## src/rtl/pipe_adder_if.sv

```systemverilog
// pipe_adder_if: operand/result handshake bundle for pipe_adder.
//   in_valid/in_ready    operand bundle handshake (a, b, c_in, sub)
//   out_valid/out_ready  result bundle handshake (sum, c_out, ovf)
//   master: producer/consumer side (drives operands and out_ready)
//   slave : adder side (drives in_ready and the result bundle)
interface pipe_adder_if #(
  parameter int unsigned WIDTH = 16
);
  logic             in_valid;
  logic             in_ready;
  logic [WIDTH-1:0] a;
  logic [WIDTH-1:0] b;
  logic             c_in;
  logic             sub;
  logic             out_valid;
  logic             out_ready;
  logic [WIDTH-1:0] sum;
  logic             c_out;
  logic             ovf;

  modport master (
    output in_valid, a, b, c_in, sub, out_ready,
    input  in_ready, out_valid, sum, c_out, ovf
  );

  modport slave (
    input  in_valid, a, b, c_in, sub, out_ready,
    output in_ready, out_valid, sum, c_out, ovf
  );
endinterface

```

## src/rtl/pipe_adder.sv

```systemverilog
// pipe_adder: pipelined WIDTH-bit add/subtract with carry-in, carry-out and
// signed overflow. The carry chain is cut into STAGES segments of
// WIDTH/STAGES bits, one segment per register stage; latency is STAGES
// cycles and throughput one operation per clock.
// Ports:
//   clk    rising-edge clock
//   rst_n  asynchronous active-low reset
//   bus    pipe_adder_if.slave
//            in:  in_valid, a, b, c_in (add only), sub, out_ready
//            out: in_ready, out_valid, sum, c_out, ovf
module pipe_adder #(
  parameter int unsigned WIDTH  = 16,
  parameter int unsigned STAGES = 4
) (
  input  logic          clk,
  input  logic          rst_n,
  pipe_adder_if.slave   bus
);

  localparam int unsigned SEG = WIDTH / STAGES;

  if (WIDTH < 2 || STAGES < 1 || STAGES > WIDTH || (WIDTH % STAGES) != 0) begin : g_bad_params
    $error("pipe_adder: WIDTH must be >= 2 and a multiple of STAGES");
  end

  // One pipeline stage. a/b hold the full operand word; the slices above
  // the current segment are the not-yet-summed skewed operands, and the MSBs
  // ride along to the last stage for the overflow decision. sum holds the
  // result slices produced so far, so all segments leave aligned.
  typedef struct packed {
    logic             valid;
    logic             carry;
    logic [WIDTH-1:0] sum;
    logic [WIDTH-1:0] a;
    logic [WIDTH-1:0] b;
  } stage_t;

  stage_t stage_q [STAGES];
  stage_t stage_d [STAGES];
  stage_t in_stage;
  logic   advance;

  // Adds segment k of src.a/src.b with src.carry, filling that slice of sum.
  function automatic stage_t seg_add(input stage_t src, input int unsigned k);
    stage_t     r;
    logic [SEG:0] s;
    r = src;
    s = {1'b0, src.a[k*SEG +: SEG]} + {1'b0, src.b[k*SEG +: SEG]}
      + {{SEG{1'b0}}, src.carry};
    r.sum[k*SEG +: SEG] = s[SEG-1:0];
    r.carry             = s[SEG];
    return r;
  endfunction

  // Global stall: the whole pipe moves only when the output slot frees up.
  assign advance = !stage_q[STAGES-1].valid || bus.out_ready;

  // Bubbles enter with zeroed data so idle outputs never carry stale or X data.
  always_comb begin
    in_stage = '0;
    if (bus.in_valid) begin
      in_stage.valid = 1'b1;
      in_stage.carry = bus.sub | bus.c_in;
      in_stage.a     = bus.a;
      in_stage.b     = bus.sub ? ~bus.b : bus.b;
    end
  end

  always_comb begin
    for (int unsigned k = 0; k < STAGES; k++) begin
      stage_d[k] = stage_q[k];
    end
    if (advance) begin
      stage_d[0] = seg_add(in_stage, 0);
      for (int unsigned k = 1; k < STAGES; k++) begin
        stage_d[k] = seg_add(stage_q[k-1], k);
      end
    end
  end

  always_ff @(posedge clk or negedge rst_n) begin
    if (!rst_n) begin
      for (int unsigned k = 0; k < STAGES; k++) begin
        stage_q[k] <= '0;
      end
    end else begin
      for (int unsigned k = 0; k < STAGES; k++) begin
        stage_q[k] <= stage_d[k];
      end
    end
  end

  assign bus.in_ready  = advance;
  assign bus.out_valid = stage_q[STAGES-1].valid;
  assign bus.sum       = stage_q[STAGES-1].sum;
  assign bus.c_out     = stage_q[STAGES-1].carry;
  assign bus.ovf       = (stage_q[STAGES-1].a[WIDTH-1] == stage_q[STAGES-1].b[WIDTH-1])
                      && (stage_q[STAGES-1].sum[WIDTH-1] != stage_q[STAGES-1].a[WIDTH-1]);

endmodule
```

## src/flat_wrapper.sv

```systemverilog
// flat-port wrapper written by rule: the top's interface ports become plain ports
module pipe_adder_flat 
#(
  parameter int unsigned WIDTH  = 16,
  parameter int unsigned STAGES = 4
)
  (clk, rst_n, bus_in_valid, bus_a, bus_b, bus_c_in, bus_sub, bus_out_ready, bus_in_ready, bus_out_valid, bus_sum, bus_c_out, bus_ovf);
  pipe_adder_if #(.WIDTH(WIDTH)) bus_i ();
  input  logic clk;
  input  logic rst_n;
  input wire logic [$bits(bus_i.in_valid)-1:0] bus_in_valid;
  input wire logic [$bits(bus_i.a)-1:0] bus_a;
  input wire logic [$bits(bus_i.b)-1:0] bus_b;
  input wire logic [$bits(bus_i.c_in)-1:0] bus_c_in;
  input wire logic [$bits(bus_i.sub)-1:0] bus_sub;
  input wire logic [$bits(bus_i.out_ready)-1:0] bus_out_ready;
  output wire logic [$bits(bus_i.in_ready)-1:0] bus_in_ready;
  output wire logic [$bits(bus_i.out_valid)-1:0] bus_out_valid;
  output wire logic [$bits(bus_i.sum)-1:0] bus_sum;
  output wire logic [$bits(bus_i.c_out)-1:0] bus_c_out;
  output wire logic [$bits(bus_i.ovf)-1:0] bus_ovf;
  assign bus_i.in_valid = bus_in_valid;
  assign bus_i.a = bus_a;
  assign bus_i.b = bus_b;
  assign bus_i.c_in = bus_c_in;
  assign bus_i.sub = bus_sub;
  assign bus_i.out_ready = bus_out_ready;
  assign bus_in_ready = bus_i.in_ready;
  assign bus_out_valid = bus_i.out_valid;
  assign bus_sum = bus_i.sum;
  assign bus_c_out = bus_i.c_out;
  assign bus_ovf = bus_i.ovf;
  pipe_adder #(.WIDTH(WIDTH), .STAGES(STAGES)) u_core (.clk(clk), .rst_n(rst_n), .bus(bus_i));
endmodule
```

## config.mk

```make
export PLATFORM = sky130hd
export DESIGN_NAME = pipe_adder_flat
export DESIGN_NICKNAME = d
export VERILOG_FILES = /design/src/rtl/pipe_adder_if.sv /design/src/rtl/pipe_adder.sv /design/src/flat_wrapper.sv
export SDC_FILE = /design/constraint.sdc
export NUM_CORES = 1
export LEC_CHECK = 0
export BUFFER_PORTS_ARGS = -buffer_cell sky130_fd_sc_hd__buf_2
export CAP_MARGIN = 20
export CELL_PAD_IN_SITES_DETAIL_PLACEMENT = 0
export CELL_PAD_IN_SITES_GLOBAL_PLACEMENT = 1
export CORE_ASPECT_RATIO = 1.4
export CORE_MARGIN = 1.5
export CORE_UTILIZATION = 43
export CTS_CLUSTER_DIAMETER = 150
export DETAILED_ROUTE_END_ITERATION = 12
export PLACE_DENSITY_LB_ADDON = 0.1
export SYNTH_ARGS = -nofsm -noshare
export SYNTH_HDL_FRONTEND = slang
export SYNTH_SLANG_ARGS = --single-unit
export TNS_END_PERCENT = 20
```

## constraint.sdc

```tcl
create_clock -name clk -period 3.3 [get_ports clk]
set_clock_uncertainty 0.15 [all_clocks]
set_input_delay 0.165 -clock clk [delete_from_list [all_inputs] [get_ports clk]]
set_output_delay 0.165 -clock clk [all_outputs]
set_load 0.01 [all_outputs]
```

==> out/summary.txt <==
Status: finished, final reports clean
WP data required: 3.36 ns
Number of global-route vias before repair: 3160
Largest net degree at the start of global routing: 95
DR WL met2: 4020 um
Max cap viols: 0
Min-Delay Path Class: primary input to async pin
Clk pwr share: 24.6%
Combinational cell fraction of total power: 29.2%
Power density cells: 784 nW/um^2
Switching part of the total: 33.6%
Slew @ Worst Pin: 0.947 ns
Area added between synthesis and finish: 16.8%
Worst IR drop on VDD: 0.425 mV
Root buf cell: clkbuf_16
DRT iter0 DRCs: 161
DR WL/cell: 12.3 um
Cts hold-fix bufs: 25
CTS Buffer Depth: 2
Pre-antenna DRT Iters: 7
CP startpoint kind: flip-flop
Sequential share of the synthesized area: 54.1%
CP arrival: 1.99 ns
Final #Nets: 602
FF-to-FF Start: u_core.stage_q[62]$_DFFE_PN0P_
GPL Wtd Cong: 0.740
Switching power: 1.39 mW
Num rows: 44
Wire length of the first global-routing pass: 14900 um
CTS tree: done
Synth Cell Area: 4530 sq um
DR vias/cell: 4.59
Setup violators final: 0
Final hold violation count: 0
Leak: 2.79 nW
Met3 WL post-DR: 271 um
Fin. max-slew vios: 0
Reg2Reg Setup Slack: 1.37 ns
Instance count of the mapped netlist: 487
RSZ-0062 raised after global routing: false
Final HPWL DP: 5220 um
I/O pins: 58
Setup TNS Final: 0 ns
R2R Path End: u_core.bus.c_out$_DFFE_PN0P_
Post-CTS Resized: 0
Critical path class: flip-flop to flip-flop
Num CTS Buffers: 9
Total grt overflow: 0
Cell depth of the worst flop-to-flop path: 5
Htree depth: 3
Register bit total from synthesis: 98
Slew margin rel.: 36.9%
Synthesized Nets: 545
Share of the synthesized area in the top cell type: 54.1%
Die area: 11200 sq um
Worst-skew pair later-pin latency: 0.34 ns
Synth warnings: 0
Antenna Nets Post-Route: 0
Sink Count: 98
Post-CTS setup buffers: 0
Top cells by area, synth: dfrtp_1 54%, nand2_1 18%, buf_4 4.3%
Worst setup EP type: flip-flop
Achievable frequency: 519 MHz
Crit path max fanout: 2
Worst-path clk slew: 0.06 ns
Sequential Power Share: 46.2%
Die Y: 124 um
Die width: 89.7 um
Drc violations: 0
Syn_area_per_cell: 9.30 sq um
Max layer used: met4
Final worst-path cycle share: 58.4%
Share of cells above drive strength 1: 14.2%
Initial antenna violation count: 0
Cell taking the most area after synthesis: dfrtp_1
Min cycle time layout: 1.93 ns
Power Internal: 2.76 mW
Routed WL: 8420 um
Total GRT Usage: 16.7%
Metal1 wirelength: 4000 um
Layout Utilization: 51.4%
Post-synth cell types: 27
Core box area: 10300 sq um
PortBufs: 57
Starting density of the core: 44.0%
Via count: 3146
N_diodes: 0
-- cells by family (layout without fill, tap and decap cells) --
| group | after synthesis | after routing | share of synthesized area (%) |
|---|---|---|---|
| AO/OA/AOI/OAI | 48 | 48 | 5.77 |
| adder cells (fa/ha/maj) | 20 | 20 | 6.85 |
| buffers and inverters | 51 | 112 | 7.35 |
| AND/OR/NAND/NOR | 249 | 249 | 21.8 |
| flip-flops | 98 | 98 | 54.1 |
| XOR/XNOR | 21 | 21 | 4.06 |
-- synthesized netlist by cell type --
cell and number:
o21a_1 2, buf_2 9, and2_1 6, dfrtp_1 98, buf_6 4, nand2_2 1, clkbuf_1 2, nor2b_4 1
ha_1 12, inv_1 9, a21o_1 5, fa_1 8, xor2_1 7, xnor2_1 14, nand3_1 12, nor2_1 10
nand2_1 214, nand2b_1 1, inv_4 1, o21ai_1 10, buf_4 26, o21ai_0 17, nor2b_1 3, o31ai_1 1
o22ai_1 1, nor3_1 1, a21oi_1 12
-- per-stage QoR --
stage	power [mW]	cells	worst slack [ns]	hold WS (ns)	instance area, sq um
after floorplan	2.94	487	1.29	-0.281	4530
after global routing	4.52	686	1.30	0.0888	5290
after global placement	3.11	645	1.13	0.237	4730
after detailed placement	3.15	645	1.11	0.242	4730
final	4.15	686	1.37	0.0836	5290
after CTS	4.21	685	1.37	0.0986	5260
-- layout make-up --
cell class                 count  area [sq um]
multi-input combinational    338          1740
fill                        1001          5000
sequential                    98          2450
tap                          138           173
clock inverter                 3          40.0
timing repair buffer          87           596
clock buffer                  12           246
inverter                      10          40.0
-- power groups by stage --
stage	logic, mW	registers (mW)	clock network, mW
2_1_floorplan	1.06	1.88	0
3_3_place_gp	1.18	1.93	0
3_5_place_dp	1.21	1.94	0
4_1_cts	1.23	1.92	1.06
5_1_grt	1.42	1.99	1.12
6_report	1.21	1.92	1.02
-- flip-flops by register name, summed over array words and instances (netlist names) --
name	count
u_core.bus.c_out	1
u_core.bus.sum	16
u_core.bus.out_valid	1
u_core.stage_q	80
-- worst max-delay path, stage by stage (launching register included) --
cell	delay (ns)
dfrtp_1	0.40
fa_1	0.46
fa_1	0.41
a21o_1	0.17
a21oi_1	0.13
a21oi_1	0.07
-- layer usage --
| metal | up-vias | track usage (%) |
|---|---|---|
| met5 | - | 0 |
| met4 | 0 | 6.16 |
| met3 | 9 | 3.91 |
| met2 | 54 | 26.7 |
| met1 | 1466 | 22.3 |
| li1 | 1617 | - |
-- how the worst max path moves through the flow --
stage / cells past startpoint / from / end / slack, ns
2_1_floorplan: 9 / bus_sub / u_core.stage_q[183]$_DFFE_PN0P_ / 1.29
3_3_place_gp: 8 / bus_sub / u_core.stage_q[183]$_DFFE_PN0P_ / 1.13
3_5_place_dp: 8 / bus_sub / u_core.stage_q[183]$_DFFE_PN0P_ / 1.11
4_1_cts: 5 / u_core.stage_q[62]$_DFFE_PN0P_ / u_core.bus.c_out$_DFFE_PN0P_ / 1.37
5_1_grt: 5 / u_core.stage_q[62]$_DFFE_PN0P_ / u_core.bus.c_out$_DFFE_PN0P_ / 1.30
6_report: 5 / u_core.stage_q[62]$_DFFE_PN0P_ / u_core.bus.c_out$_DFFE_PN0P_ / 1.37
-- placed cells by master (no fill, tap or decap), types with 6 or more instances in the layout --
cell type      instances
o21ai_1               10
and2_1                 6
o21ai_0               17
inv_1                  9
nand3_1               12
dfrtp_1               98
ha_1                  12
xor2_1                 7
clkbuf_16              9
nand2_1              214
nor2_1                10
buf_2                 56
fa_1                   8
dlygate4sd3_1         25
xnor2_1               14
a21oi_1               12
(Power assumes the default switching activity.)
